`config.mk`:
```
export PLATFORM = sky130hd
export DESIGN_NAME = instr_fetch
export DESIGN_NICKNAME = d
export VERILOG_FILES = /design/src/rtl/cpu_pkg.sv /design/src/rtl/instr_fetch.sv
export SDC_FILE = /design/constraint.sdc
export NUM_CORES = 1
export LEC_CHECK = 0
export ABC_AREA = 1
export ABC_CLOCK_PERIOD_IN_PS = 1190
export CAP_MARGIN = 10
export CORE_ASPECT_RATIO = 1.5
export CORE_MARGIN = 3
export CORE_UTILIZATION = 39
export CTS_BUF_LIST = sky130_fd_sc_hd__clkbuf_8
export CTS_CLUSTER_DIAMETER = 200
export DETAILED_ROUTE_END_ITERATION = 12
export PLACE_DENSITY = 0.79
export SLEW_MARGIN = 25
export SYNTH_ARGS = -nofsm -noshare
export SYNTH_HDL_FRONTEND = slang
export SYNTH_SLANG_ARGS = --single-unit
```
`constraint.sdc`:
```
create_clock -name clk -period 1.19 [get_ports clk]
set_input_delay 0.119 -clock clk [delete_from_list [all_inputs] [get_ports clk]]
set_output_delay 0.119 -clock clk [all_outputs]
set_load 0.05 [all_outputs]
```
`src/rtl/cpu_pkg.sv`:
```
// Shared CPU definitions: bus widths, opcode map, the fetch-stage NOP and the
// fetch FSM state encoding.
package cpu_pkg;

  localparam int CPU_ADDR_W  = 6;
  localparam int CPU_INSTR_W = 10;
  localparam int CPU_DATA_W  = 8;

  typedef enum logic [3:0] {
    OP_LOAD  = 4'd0,
    OP_STORE = 4'd1,
    OP_ADD   = 4'd2,
    OP_SUB   = 4'd3,
    OP_BR    = 4'd4,
    OP_BL    = 4'd5,
    OP_BXLR  = 4'd6
  } opcode_e;

  // Undefined opcode; the control FSM stays idle while it sees this.
  localparam logic [3:0]             OP_NOP = 4'b1111;
  localparam logic [CPU_INSTR_W-1:0] NOP    = {OP_NOP, 6'b000_000};

  typedef enum logic [1:0] {
    F_REQ   = 2'd0,
    F_CAP   = 2'd1,
    F_READY = 2'd2
  } fetch_state_e;

endpackage

```
`src/rtl/instr_fetch.sv`:
```
// Instruction fetch: program counter, synchronous-ROM fetch FSM and link-value
// bus driver.
module instr_fetch
  import cpu_pkg::*;
#(
  parameter int ADDR_W  = CPU_ADDR_W,
  parameter int INSTR_W = CPU_INSTR_W,
  parameter int DATA_W  = CPU_DATA_W
) (
  input  logic               clk,
  input  logic               rst,
  input  logic               done,
  input  logic               branch,
  input  logic [ADDR_W-1:0]  br_add,
  input  logic               bxlr,
  input  logic [DATA_W-1:0]  bus_in,
  input  logic               pc_tri,
  output logic [ADDR_W-1:0]  rom_addr,
  input  logic [INSTR_W-1:0] rom_data,
  output logic [INSTR_W-1:0] instruction,
  output logic               instr_valid,
  output logic [ADDR_W-1:0]  pc,
  output logic [DATA_W-1:0]  pc_bus_out,
  output logic               pc_bus_oe
);

  localparam logic [INSTR_W-1:0] NOP_W = {OP_NOP, {(INSTR_W-4){1'b0}}};

  fetch_state_e        state, state_nxt;
  logic [ADDR_W-1:0]   pc_nxt, pc_inc;
  logic [INSTR_W-1:0]  instr_q;
  logic                redir_d, pc_upd;
  logic                unused_bus_hi;

  assign unused_bus_hi = ^bus_in[DATA_W-1:ADDR_W];

  assign pc_inc = pc + ADDR_W'(1);
  // A done right after a redirect belongs to the old stream and is dropped.
  assign pc_upd = bxlr | branch | (done & ~redir_d);

  always_comb begin
    pc_nxt = pc;
    if (bxlr)                pc_nxt = bus_in[ADDR_W-1:0];
    else if (branch)         pc_nxt = br_add;
    else if (done && !redir_d) pc_nxt = pc_inc;
  end

  always_comb begin
    state_nxt = state;
    if (pc_upd) state_nxt = F_REQ;
    else begin
      case (state)
        F_REQ:   state_nxt = F_CAP;
        F_CAP:   state_nxt = F_READY;
        default: state_nxt = F_READY;
      endcase
    end
  end

  always_ff @(posedge clk) begin
    if (rst) begin
      pc      <= '0;
      state   <= F_REQ;
      redir_d <= 1'b0;
      instr_q <= NOP_W;
    end else begin
      pc      <= pc_nxt;
      state   <= state_nxt;
      redir_d <= bxlr | branch;
      // Capture only when the fetch survives this cycle.
      if (state == F_CAP && !pc_upd) instr_q <= rom_data;
    end
  end

  assign rom_addr    = pc;
  assign instr_valid = (state == F_READY);
  assign instruction = (state == F_READY) ? instr_q : NOP_W;
  assign pc_bus_oe   = pc_tri;
  assign pc_bus_out  = pc_tri ? DATA_W'(pc_inc) : '0;

endmodule

```
==> impl_results.md, run 1 <==
* Outcome: aborted with a tool error
* Fail Step: 5_1_grt
* Error msg: [ERROR DPL-0038] Utilization greater than 100%, impossible to legalize
* EDFF count, synth at 0
* # IOs at 62
* Synth top area cells: dfxtp_1 35%, nor2_1 11%, buf_4 7.6%, nand2_1 7.3%, inv_1 6.2%
* Hpwl dp at 2760 um
* Rows at 22
* Largest area contributor in the synthesized netlist: dfxtp_1
* GRT repair_timing worst endpoint: pc_bus_out[2]
* Synth warn at 0
* Largest net degree at the start of global routing at 12
* CTS root buffer: clkbuf_8
* Starting Density at 0.423
* Ys flop type: dfxtp_1
* Chip width at 49.0 um
* TritonCTS buffer count at 3
* Die Span Y at 70.6 um
* #FFs+latches synth at 19
* GPL Wtd Cong at 0.852
* Yosys cell types at 25
* CTS sink cnt at 19
* Clock Tree Buf Depth at 2
* Mean area per synthesized cell at 6.77 um^2
* Ys async rst share at 0
* Count of input and output buffers at 57
* Synthesized area at 0.00108 mm^2
* Hold bufs inserted after CTS at 0
* Worst-path end type: top-level output
* Post-synth top area share at 0.351
* Seq/Total Area, Yosys at 0.351
* Cells after Synth at 160
* CTS H-tree depth at 1
## cells by family after synthesis
kind of cell             count (synthesis)  share of synthesized area
AO/OA/AOI/OAI                           29                      0.145
other                                    1                    0.00346
AND/OR/NAND/NOR                         73                      0.299
adder cells (fa/ha/maj)                  1                     0.0115
XOR/XNOR                                 2                     0.0162
flip-flops                              19                      0.351
buffers and inverters                   35                      0.173
## metrics by stage
step / cell area [um^2] / std cells / hold slack [ns] / setup slack, ns / TNS [ns]
2_1_floorplan: 1250 / 161 / 0.190 / -0.141 / -1.31
3_3_place_gp: 2130 / 257 / 0.443 / -0.255 / -3.76
4_1_cts: 2380 / 275 / 0.435 / -0.295 / -3.04
3_5_place_dp: 2130 / 257 / 0.450 / -0.289 / -4.72
## synth_stat cells (2+ instances only)
library cell  number
inv_2              3
o21bai_1           2
nor2_1            33
inv_1             18
dfxtp_1           19
xor2_1             2
nand2_1           21
o21ai_1            5
a21oi_1           11
buf_4             11
o21ai_0            8
or2_2              4
buf_6              2
nand3_1           10
## timing repair
item	in CTS
gates cloned	2
setup endpoints to repair	22
setup buffers	12
pin swaps	11
resized for setup	31
==> run 2, diff against run 1 <==
--- a/config.mk
+++ b/config.mk
@@ -8,13 +8,10 @@
 export ABC_AREA = 1
 export ABC_CLOCK_PERIOD_IN_PS = 1190
 export CAP_MARGIN = 10
-export CORE_ASPECT_RATIO = 1.5
-export CORE_MARGIN = 3
-export CORE_UTILIZATION = 39
-export CTS_BUF_LIST = sky130_fd_sc_hd__clkbuf_8
-export CTS_CLUSTER_DIAMETER = 200
+export CORE_AREA = 3 3 64 66
 export DETAILED_ROUTE_END_ITERATION = 12
-export PLACE_DENSITY = 0.79
+export DIE_AREA = 0 0 67 69
+export PLACE_DENSITY_LB_ADDON = 0.15
 export SLEW_MARGIN = 25
 export SYNTH_ARGS = -nofsm -noshare
 export SYNTH_HDL_FRONTEND = slang
==> run 2 against run 1 <==
The flow now finishes, with violations (setup timing). Area after synthesis unchanged. Synthesized cell count unchanged.
==> impl_results.md, run 2 <==
* Setup-failing EPs final at 18
* R2r worst-path depth at 7
* Most common cell in the netlist: nor2_1
* Final WS setup at -0.263 ns
* Grt total ovfl at 0
* Die outline area at 0.00462 mm^2
* Diode count at 0
* Clock Skew at 0.00767 ns
* Commonest non-fill, non-tap cells in the layout: 27 x buf_12, 25 x clkdlybuf4s50_1, 23 x buf_4, 19 x nand2_1, 19 x nor2_1
* Design area at 0.00238 mm^2
* Cell Area, Placed at 0.00217 mm^2
* Post-route ant nets at 0
* Ys flop type: dfxtp_1
* R2R Path End: pc[4]$_SDFFE_PP0P_
* Pwr/cell area at 822 mW/mm^2
* Commonest non-fill, non-tap cell in the layout: buf_12
* Synth warn at 0
* CP bufs+invs at 2
* Req. time, crit path at 1.07 ns
* # IOs at 62
* Clock Tree Buf Depth at 2
* GPL Wtd Cong at 0.770
* Outcome: complete, but fails checks
* Vias per cell at 4.47
* Worst-path clk slew at 0.06 ns
* Final min period at 1.45 ns
* Worst Path Arrival at 1.33 ns
* Max Cap Viol at 0
* Worst Hold End: redir_d$_SDFF_PP0_
* Hpwl dp at 2630 um
* # fillers at 312
* Hold bufs inserted after CTS at 0
* Initial antenna violation count at 0
* Hold wc startpoint: bxlr
* Total power at 0.00195 W
* Chip width at 67 um
* Area delta synth->final at 120%
* Final hold slack at 0.212 ns
* EDFF count, synth at 0
* Max reg flops at 10
* CTS root buffer: clkbuf_8
* Die Span Y at 69 um
* Synth top area cells: dfxtp_1 35%, nor2_1 11%, buf_4 7.6%, nand2_1 7.3%, inv_1 6.2%
* Mean area per synthesized cell at 6.77 um^2
* Reg2reg start: pc[1]$_SDFFE_PP0P_
* Top cells by count, synth: 33 x nor2_1, 21 x nand2_1, 19 x dfxtp_1, 18 x inv_1
* Leakage at 0.990 nW
* First-pass GRT wire length at 5620 um
* Registers with the most flip-flops: instr_q x10, pc x6, state x2
* Util after Layout at 0.655
* DR vias at 1274
* Dpl ws at -0.344 ns
* Max incr delay on CP at 0.38 ns
* DRC viols at 0
* Final Cycle Share at 1.22
* Critical path startpoint category: flop
* Starting Density at 0.298
* Critical path cell sequence: ha_4 > xor2_1 > inv_1 > nor2_4 > buf_12
* F_max at 688 MHz
* Reg-to-reg setup timing slack at -0.04 ns
* CTS sink cnt at 19
* Vias in the first global route at 1275
* CP delay by family, top: flip-flops
* Rows at 22
* #FFs+latches synth at 19
* Largest net degree at the start of global routing at 12
* Share of layout cells above drive strength 1 at 0.477
* Drt first-iter violations at 38
* CP Class: reg2out
* Drt total wl at 3420 um
* Max-slew violation count at 0
* Yosys cell types at 25
* Failing checks: setup timing
* Peak fanout along the critical path at 4
* Final Hold Viols at 0
* CP Capture Type: output pin
* Worst min-delay path class: in2reg
* Avg WL per Cell at 12.0 um
* Ys async rst share at 0
* Clock Latency Late Sink at 0.26 ns
* RSZ-0062 raised after global routing: yes
* Synthesized area at 0.00108 mm^2
* Worst hold path stage count at 3
* Final nets at 269
* Largest area contributor in the synthesized netlist: dfxtp_1
* Post-synth top area share at 0.351
* Drt first pass iters at 4
* CTS tree: built
* Seq/Total Area, Yosys at 0.351
* CP max-delay cell: dfxtp_4
* GRT Total Usage at 0.152
* Cells after Synth at 160
* Biggest register: instr_q
* Core ar. at 0.00363 mm^2
* CTS H-tree depth at 1
* TritonCTS buffer count at 3
* Count of input and output buffers at 57
* Max IR drop VDD at 0.601 mV
==> run 2: repair_timing <==
action / in CTS / in global routing
cloned: 0 / 1
endpoints found under the hold margin: 0 / 0
resized for setup: 10 / 18
pin swaps: 5 / 6
endpoints found under the setup margin: 29 / 35
buffers inserted: 5 / 7
==> run 2: worst max-delay path by stage <==
stage	startpoint	endpoint	slack (ns)	depth (start not counted)
floorplan	state[1]$_SDFF_PP0_	instruction[6]	-0.14	4
global placement	branch	instr_q[0]$_SDFFE_PP0P_	-0.26	7
detailed placement	branch	instr_q[2]$_SDFFE_PP0P_	-0.34	7
CTS	pc[1]$_SDFFE_PP0P_	pc_bus_out[2]	-0.26	5
global route	pc[1]$_SDFFE_PP0P_	pc_bus_out[3]	-0.32	4
finish	pc[1]$_SDFFE_PP0P_	pc_bus_out[2]	-0.26	5
==> run 2: tightest hold or removal path, stage by stage <==
cell and delay (ns):
dlymetal6s2s_1 0.15, nor2_4 0.07, nor2_1 0.09
==> run 2: cell families after synthesis <==
kind of cell / count (synthesis) / synth area share
AOI/OAI and AO/OA: 29 / 0.145
DFF: 19 / 0.351
xor gates and xnor gates: 2 / 0.0162
other: 1 / 0.00346
buffers and inverters: 35 / 0.173
and+or+nand+nor: 73 / 0.299
adders and majority gates: 1 / 0.0115
==> run 2: metal layers <==
metal / vias up / GRT usage / share of wire
li1: 643 / - / -
met1: 594 / 0.184 / 0.40
met2: 32 / 0.262 / 0.53
met3: 5 / 0.0407 / 0.063
met4: 0 / 0.0338 / 0.0097
met5: - / 0 / 0
==> run 2: through the flow <==
stage,std cells,TNS [ns]
6_report,285,-2.40
5_1_grt,285,-4.21
4_1_cts,280,-2.45
3_5_place_dp,271,-5.01
3_3_place_gp,271,-3.91
2_1_floorplan,161,-1.31
==> run 2: where the power goes <==
part | internal, W | switching, W | total (W)
sequential | 0.000663 | 0.0000323 | 0.000695
clock | 0.000233 | 0.000215 | 0.000448
combinational | 0.000399 | 0.000412 | 0.000811
==> run 2: final cells by class <==
type	instances	area (um^2)	share of cell area
clock buffers	3	41.3	0.0174
clock inverters	1	5.00	0.00210
inverters	22	90.1	0.0379
multi-input cells	107	698	0.294
repair buffers	85	1080	0.453
well taps	48	60.1	0.0252
flip-flops and latches	19	405	0.170
No activity file was read; power rests on OpenSTA's default activity.
